$ cat src/rtl/mult_pkg.sv
// -----------------------------------------------------------------------------
// mult_pkg
//   Constants and types shared by the pipelined 16x16 multiplier, the product
//   accumulator that consumes its results, and their benches.
//
//   PROD_W        width of a multiplier result
//   MULT_LATENCY  cycles from the operand capture edge to the result-valid cycle
//   tag_t         per-issue bookkeeping carried alongside the multiplier
//                 pipeline: {valid, last}
// -----------------------------------------------------------------------------
package mult_pkg;

  localparam int PROD_W       = 32;
  localparam int MULT_LATENCY = 6;

  typedef struct packed {
    logic valid;  // an operand pair entered the multiplier on this slot
    logic last;   // that pair closes the current frame
  } tag_t;

  // Build a tag from raw issue strobes. A last marker without a valid issue
  // carries no meaning, so it is masked here once for every user.
  function automatic tag_t make_tag(input logic valid, input logic last);
    tag_t t;
    t.valid = valid;
    t.last  = valid & last;
    return t;
  endfunction

endpackage : mult_pkg

$ cat src/rtl/mult_tag_pipe.sv
// -----------------------------------------------------------------------------
// mult_tag_pipe
//   LATENCY-deep shift register of issue tags. It runs in lock-step with the
//   multiplier pipeline, so the tag leaving the last stage describes the
//   product currently on the multiplier's result bus.
//
//   Ports
//     clk        rising-edge clock
//     rst_n      asynchronous active-low clear (drops every tag in flight)
//     tag_in     tag for the operand pair issued this cycle
//     tag_out    tag for the product retiring this cycle
//     any_valid  at least one stage holds a valid tag
// -----------------------------------------------------------------------------
module mult_tag_pipe
  import mult_pkg::*;
#(
  parameter int LATENCY = MULT_LATENCY
) (
  input  logic clk,
  input  logic rst_n,
  input  tag_t tag_in,
  output tag_t tag_out,
  output logic any_valid
);

  tag_t [LATENCY-1:0] stage_q;
  tag_t [LATENCY-1:0] stage_d;

  always_comb begin
    // NOTE: every combinational output gets a default first so no path can
    // leave it unassigned and infer a latch.
    stage_d    = stage_q;
    stage_d[0] = tag_in;
    for (int i = 1; i < LATENCY; i++) begin
      stage_d[i] = stage_q[i-1];
    end
  end

  // NOTE: sequential state is written with non-blocking assignments only, so
  // every flop samples its pre-edge inputs regardless of block ordering.
  always_ff @(posedge clk or negedge rst_n) begin
    if (!rst_n) begin
      stage_q <= '0;
    end else begin
      stage_q <= stage_d;
    end
  end

  always_comb begin
    any_valid = 1'b0;
    for (int i = 0; i < LATENCY; i++) begin
      any_valid = any_valid | stage_q[i].valid;
    end
  end

  assign tag_out = stage_q[LATENCY-1];

endmodule : mult_tag_pipe

$ cat src/rtl/product_accumulator.sv
// -----------------------------------------------------------------------------
// product_accumulator
//   Consumer of the pipelined 16x16 multiplier. It tags every issued operand
//   pair, picks each product off the multiplier result bus when its tag
//   retires, and sums products into frames with saturation. Each completed
//   frame (sum, count, saturation flag) is held on a valid/ready output.
//   Issue is throttled so that at most one completed frame is outstanding:
//   once the last pair of a frame is issued, nothing more is accepted until
//   that frame has been taken.
//
//   Ports
//     clk          rising-edge clock
//     rst          asynchronous active-low reset
//     issue_valid  operand pair driven to the multiplier this cycle
//     issue_last   that pair closes the frame (qualified by the issue)
//     issue_ready  upstream may issue; issue = issue_valid & issue_ready
//     product      multiplier result bus
//     out_valid    a completed frame is held
//     out_ready    consumer accepts the held frame
//     out_sum      saturated frame sum
//     out_count    number of products in the frame (saturating)
//     out_sat      the frame sum was clamped at least once
//     busy         a tag is in flight or the accumulator holds a partial frame
//
//   ACC_W must be >= PROD_W.
// -----------------------------------------------------------------------------
module product_accumulator #(
  parameter int LATENCY = mult_pkg::MULT_LATENCY,
  parameter int PROD_W  = mult_pkg::PROD_W,
  parameter int ACC_W   = 40,
  parameter int COUNT_W = 16
) (
  input  logic               clk,
  input  logic               rst,
  input  logic               issue_valid,
  input  logic               issue_last,
  output logic               issue_ready,
  input  logic [PROD_W-1:0]  product,
  output logic               out_valid,
  input  logic               out_ready,
  output logic [ACC_W-1:0]   out_sum,
  output logic [COUNT_W-1:0] out_count,
  output logic               out_sat,
  output logic               busy
);

  // ---------------------------------------------------------------------------
  // Issue tagging
  // ---------------------------------------------------------------------------
  logic          last_pending_q, last_pending_d;
  logic          issue_fire;
  mult_pkg::tag_t issue_tag;
  mult_pkg::tag_t retire_tag;
  logic          tags_in_flight;

  // issue_ready comes straight off a flop, so out_ready has no combinational
  // path to it; the throttle releases the cycle after the handshake.
  assign issue_ready = ~last_pending_q;
  assign issue_fire  = issue_valid & issue_ready;
  assign issue_tag   = mult_pkg::make_tag(issue_fire, issue_last);

  mult_tag_pipe #(
    .LATENCY (LATENCY)
  ) u_tag_pipe (
    .clk       (clk),
    .rst_n     (rst),
    .tag_in    (issue_tag),
    .tag_out   (retire_tag),
    .any_valid (tags_in_flight)
  );

  // ---------------------------------------------------------------------------
  // Accumulator arithmetic
  // ---------------------------------------------------------------------------
  logic [ACC_W-1:0]   acc_q, acc_d;
  logic [COUNT_W-1:0] count_q, count_d;
  logic               sat_q, sat_d;

  logic [ACC_W:0]     sum_ext;
  logic               sum_ovf;
  logic [ACC_W-1:0]   sum_clamped;
  logic [COUNT_W-1:0] count_inc;
  logic               sat_next;

  // One extra bit catches the carry out; acc never exceeds 2^ACC_W-1 and the
  // product fits in ACC_W bits, so ACC_W+1 bits cannot wrap.
  assign sum_ext     = {1'b0, acc_q} + {{(ACC_W + 1 - PROD_W){1'b0}}, product};
  assign sum_ovf     = sum_ext[ACC_W];
  assign sum_clamped = sum_ovf ? {ACC_W{1'b1}} : sum_ext[ACC_W-1:0];
  assign count_inc   = (&count_q) ? count_q : count_q + COUNT_W'(1);
  assign sat_next    = sat_q | sum_ovf;

  // ---------------------------------------------------------------------------
  // Output register
  // ---------------------------------------------------------------------------
  logic               out_valid_q, out_valid_d;
  logic [ACC_W-1:0]   out_sum_q, out_sum_d;
  logic [COUNT_W-1:0] out_count_q, out_count_d;
  logic               out_sat_q, out_sat_d;
  logic               out_fire;

  assign out_fire = out_valid_q & out_ready;

  always_comb begin
    acc_d          = acc_q;
    count_d        = count_q;
    sat_d          = sat_q;
    out_valid_d    = out_valid_q;
    out_sum_d      = out_sum_q;
    out_count_d    = out_count_q;
    out_sat_d      = out_sat_q;
    last_pending_d = last_pending_q;

    // The taken frame is cleared so the idle output reads as all zeros.
    if (out_fire) begin
      out_valid_d = 1'b0;
      out_sum_d   = '0;
      out_count_d = '0;
      out_sat_d   = 1'b0;
    end

    // A last retire can only happen while the output register is empty: the
    // throttle keeps the next frame's last from issuing until the handshake,
    // and that last is still LATENCY cycles away from retiring.
    if (retire_tag.valid) begin
      if (retire_tag.last) begin
        out_valid_d = 1'b1;
        out_sum_d   = sum_clamped;
        out_count_d = count_inc;
        out_sat_d   = sat_next;
        acc_d       = '0;
        count_d     = '0;
        sat_d       = 1'b0;
      end else begin
        acc_d       = sum_clamped;
        count_d     = count_inc;
        sat_d       = sat_next;
      end
    end

    // Set after clear: an issue cannot coincide with the handshake while
    // last_pending holds issue_ready low, but the ordering keeps a new last
    // from being lost should that ever change.
    if (out_fire) begin
      last_pending_d = 1'b0;
    end
    if (issue_fire && issue_last) begin
      last_pending_d = 1'b1;
    end
  end

  // NOTE: every control and data flop is cleared by the async reset; there is
  // no memory array here, so nothing is left relying on an unknown power-up.
  always_ff @(posedge clk or negedge rst) begin
    if (!rst) begin
      acc_q          <= '0;
      count_q        <= '0;
      sat_q          <= 1'b0;
      out_valid_q    <= 1'b0;
      out_sum_q      <= '0;
      out_count_q    <= '0;
      out_sat_q      <= 1'b0;
      last_pending_q <= 1'b0;
    end else begin
      acc_q          <= acc_d;
      count_q        <= count_d;
      sat_q          <= sat_d;
      out_valid_q    <= out_valid_d;
      out_sum_q      <= out_sum_d;
      out_count_q    <= out_count_d;
      out_sat_q      <= out_sat_d;
      last_pending_q <= last_pending_d;
    end
  end

  assign out_valid = out_valid_q;
  assign out_sum   = out_sum_q;
  assign out_count = out_count_q;
  assign out_sat   = out_sat_q;

  // A partial frame is recognised by a non-zero product count; the count only
  // returns to zero when the frame closes or on reset.
  assign busy = tags_in_flight | (count_q != '0);

endmodule : product_accumulator

$ cat config.mk
export PLATFORM = sky130hd
export DESIGN_NAME = product_accumulator
export DESIGN_NICKNAME = d
export VERILOG_FILES = /design/src/rtl/mult_pkg.sv /design/src/rtl/mult_tag_pipe.sv /design/src/rtl/product_accumulator.sv
export SDC_FILE = /design/constraint.sdc
export NUM_CORES = 1
export LEC_CHECK = 0
export ABC_AREA = 1
export CORE_ASPECT_RATIO = 0.9
export CORE_MARGIN = 3
export CORE_UTILIZATION = 40
export CTS_CLUSTER_SIZE = 16
export DETAILED_ROUTE_END_ITERATION = 12
export PLACE_DENSITY = 0.62
export SLEW_MARGIN = 15
export SYNTH_ARGS = -nofsm -noshare
export SYNTH_HDL_FRONTEND = slang
export SYNTH_HIERARCHICAL = 1
export SYNTH_SLANG_ARGS = --single-unit
export TNS_END_PERCENT = 5
$ cat constraint.sdc
create_clock -name clk -period 2.98 [get_ports clk]
set_input_delay 0.596 -clock clk [delete_from_list [all_inputs] [get_ports clk]]
set_output_delay 0.596 -clock clk [all_outputs]
set_load 0.005 [all_outputs]
==> impl_metrics.csv <==
group,metric,value,unit
clock_network,cts_hold_buf,0,
final_layout,regArea,0.003203,mm2
yosys,ys_seq_elements,128,
final_layout,synthToLayoutAreaGrowth,23.90,%
place,place_congestion,0.9349,
critical_path,arrival,1.98,ns
global_routing,grt_overflow_total,0,
yosys,synth_simple_gate_area_frac,0.3618,
yosys,synthTopCellsByCount,"nand2_1, inv_1, dfrtp_1",
clock_network,cts_resized,0,
timing,fin_skew,0.01343,ns
yosys,synth.avg_cell_area,6.843,um2
yosys,syn_nets,1257,
final_layout,utilization,0.5147,
critical_path,timing.rr.start,"acc_q[0]",
clock_network,numCtsBuffers,17,
critical_path,critPathMaxFanout,3,
critical_path,reg2reg_slack,0.60,ns
route,drcViolationCount,0,
final_layout,finalInstanceArea,0.01005,mm2
timing,fin_ws,0.4041,ns
yosys,ys_types,35,
floorplan,design.die.area,0.02202,mm2
yosys,synth_cells,1185,
yosys,synth_top_area_cell,"dfrtp_1",
critical_path,critPathKind,"reg -> out",
global_routing,antenna_found_initial,0,
clock_network,path_clk_slew,0.07,ns
timing,worst_pin_slew,0.9606,ns
floorplan,fp-row-count,48,
route,drt-vias-per-instance,5.065,
clock_network,cts_root_buffer,"clkbuf_16",
power_and_ir_drop,ir_drop,0.3846,mV
place,placed_area,0.009465,mm2
global_routing,grt_pass1_vias,7648,
route,vias,7892,
floorplan,core,0.01952,mm2
critical_path,end_kind,"output pin",
power_and_ir_drop,leakage,5.352,nW
yosys,synth.area.mux_share,0,
clock_network,clock_latency,0.42,ns
critical_path,cp_slowest_cell,"clkdlybuf4s50_1",
critical_path,cp.required,2.38,ns
critical_path,worstSetupStartpointType,"flip-flop",
final_layout,multi_input_area,0.004183,mm2
floorplan,start_util,0.4154,
final_layout,n_antenna_cell,0,
clock_network,post_cts_buffers,0,
final_layout,layout-drive-gt1-share,0.06728,
route,dr.pass1.iters,5,
floorplan,ios,97,
place,io_buffers,96,
route,wl,25290,um
place,dpl.hpwl,18780,um
timing,slew_violations,0,
timing,relSlewSlack,0.3589,
yosys,synth_edf_count,0,
run_status,status,"completed",
critical_path,crit_chain,"inv_1 > ha_1 > nand2_1 > nor4_1 > nand3_1 > clkdlybuf4s50_1",
yosys,synth_top_area_frac,0.3950,
timing,post-route-period-util,0.8644,
yosys,synth_compound_area_frac,0.06897,
global_routing,grt_max_degree,86,
yosys,synth.yosys.seq_area_share,0.3950,
timing,finalSetupViolCount,0,
yosys,ys.flop_type,"dfrtp_1",
critical_path,slowest_delay,0.47,ns
route,wl_per_cell,16.23,um
timing,period_minus_slack,2.576,ns
timing,tns,0,ns
run,drv_cap,0,
global_routing,globalRouteTotalUtil,0.2352,
timing,rsz0062_at_grt,"false",
floorplan,die_h,141.1,um
yosys,synth_area_leaders,"dfrtp_1, nand2_1, nand3_1",
yosys,ys_warn_count,6,
final_layout,nets,1367,
critical_path,worst_r2r_path_depth,13,
route,drt_iter0_markers,523,
power_and_ir_drop,power.density,946.3,mW/mm2
timing,hold_viol,0,
route,drtAntennaViolNets,0,
yosys,syn_area,0.008109,mm2
clock_network,clock-sinks,128,
yosys,synthXorXnorAreaFrac,0.02916,
clock_network,cts_buffer_depth,2,
final_layout,fillerInstances,1944,
global_routing,grt_pass1_wl,40780,um
place,preCtsSetupSlack,0.03700,ns
clock_network,htree_levels,4,
yosys,synth_fa_ha_area_frac,0.05493,
floorplan,die_w,156.1,um
timing,fmax,388.2,MHz
yosys,synth_top_family_by_area,"simple AND/OR/NAND/NOR gates",
yosys,yosysMostFrequentCell,"nand2_1",
yosys,ys_async_sr_fraction,1.000,
hold_path,worstHoldPathType,"in -> async",
clock_network,cts_tree,"yes",
critical_path,timing.rr.end,"acc_q[2]",
[registers in the layout, summed over array words and instances (netlist names), 2 cells and up]
name                cells
u_tag_pipe/tag_out      2
count_q                16
acc_q                  40
out_count              16
out_sum                40
u_tag_pipe/stage_d     10
[logic make-up after synthesis]
logic type / after synthesis
simple gates: 699
buf+inv: 188
flops: 128
compound gates: 108
fa+ha+maj: 35
xor+xnor: 27
[cell type report]
cell class,count,share of cell area
multi-input combinational,869,0.4163
inverter,155,0.05791
sequential,128,0.3188
tap,250,0.03113
timing repair buffer,124,0.1179
clock inverter,14,0.01420
clock buffer,18,0.04371
[power by group]
part           leakage, nW  total (mW)  switching [mW]  internal, mW
logic                 3.38        4.68            2.77          1.91
registers             1.69        2.71           0.431          2.28
clock network        0.283        2.12           0.915          1.20
total                 5.35        9.51            4.11          5.39
[through the flow]
step | power (mW) | hold slack (ns) | std cells
floorplan | 5.490 | 0.3004 | 1185
global placement | 7.329 | 0.3326 | 1526
detailed placement | 7.344 | 0.3358 | 1526
CTS | 9.527 | 0.2172 | 1558
global route | 10.29 | 0.2469 | 1558
finish | 9.508 | 0.1948 | 1558
[worst max-delay path by stage]
stage	start	to	cells past startpoint
after CTS	count_q[0]	busy	6
final	count_q[0]	busy	6
after global placement	product[0]	acc_q[2]	14
after floorplan	product[0]	acc_q[28]	15
after global routing	product[0]	acc_q[2]	14
after detailed placement	product[0]	acc_q[2]	14
[worst max-delay path, delay by kind of cell (launching register included)]
kind,cells,cell delay [ns]
buf+inv,2,0.58
simple gates,3,0.41
flops,1,0.40
fa+ha+maj,1,0.16
[cell usage in the layout, fill, tap and decap left out, drive strengths merged, types with 2 or more instances in the layout]
cell type      Yosys  layout
clkbuf            25      18
xnor2             10      10
and2               4       4
nor4               7       7
inv              154     162
dfrtp            128     128
nand4              5       5
or2                3       3
clkinvlp           0       2
xor2              17      17
buf                8      29
nor2              89      89
nand3            128     128
o22ai             11      11
nand2            450     450
ha                34      34
a21oi             30      30
nor3              11      11
clkdlybuf4s50      0      95
clkinv             1       4
o21ai             65      65
[routing by layer]
layer	up-vias	GRT usage	share of wire
li1	3960	-	-
met1	3711	0.3349	0.48
met2	195	0.3711	0.45
met3	26	0.04635	0.055
met4	0	0.05390	0.014
met5	-	0	0
No activity file was read; power rests on OpenSTA's default activity.
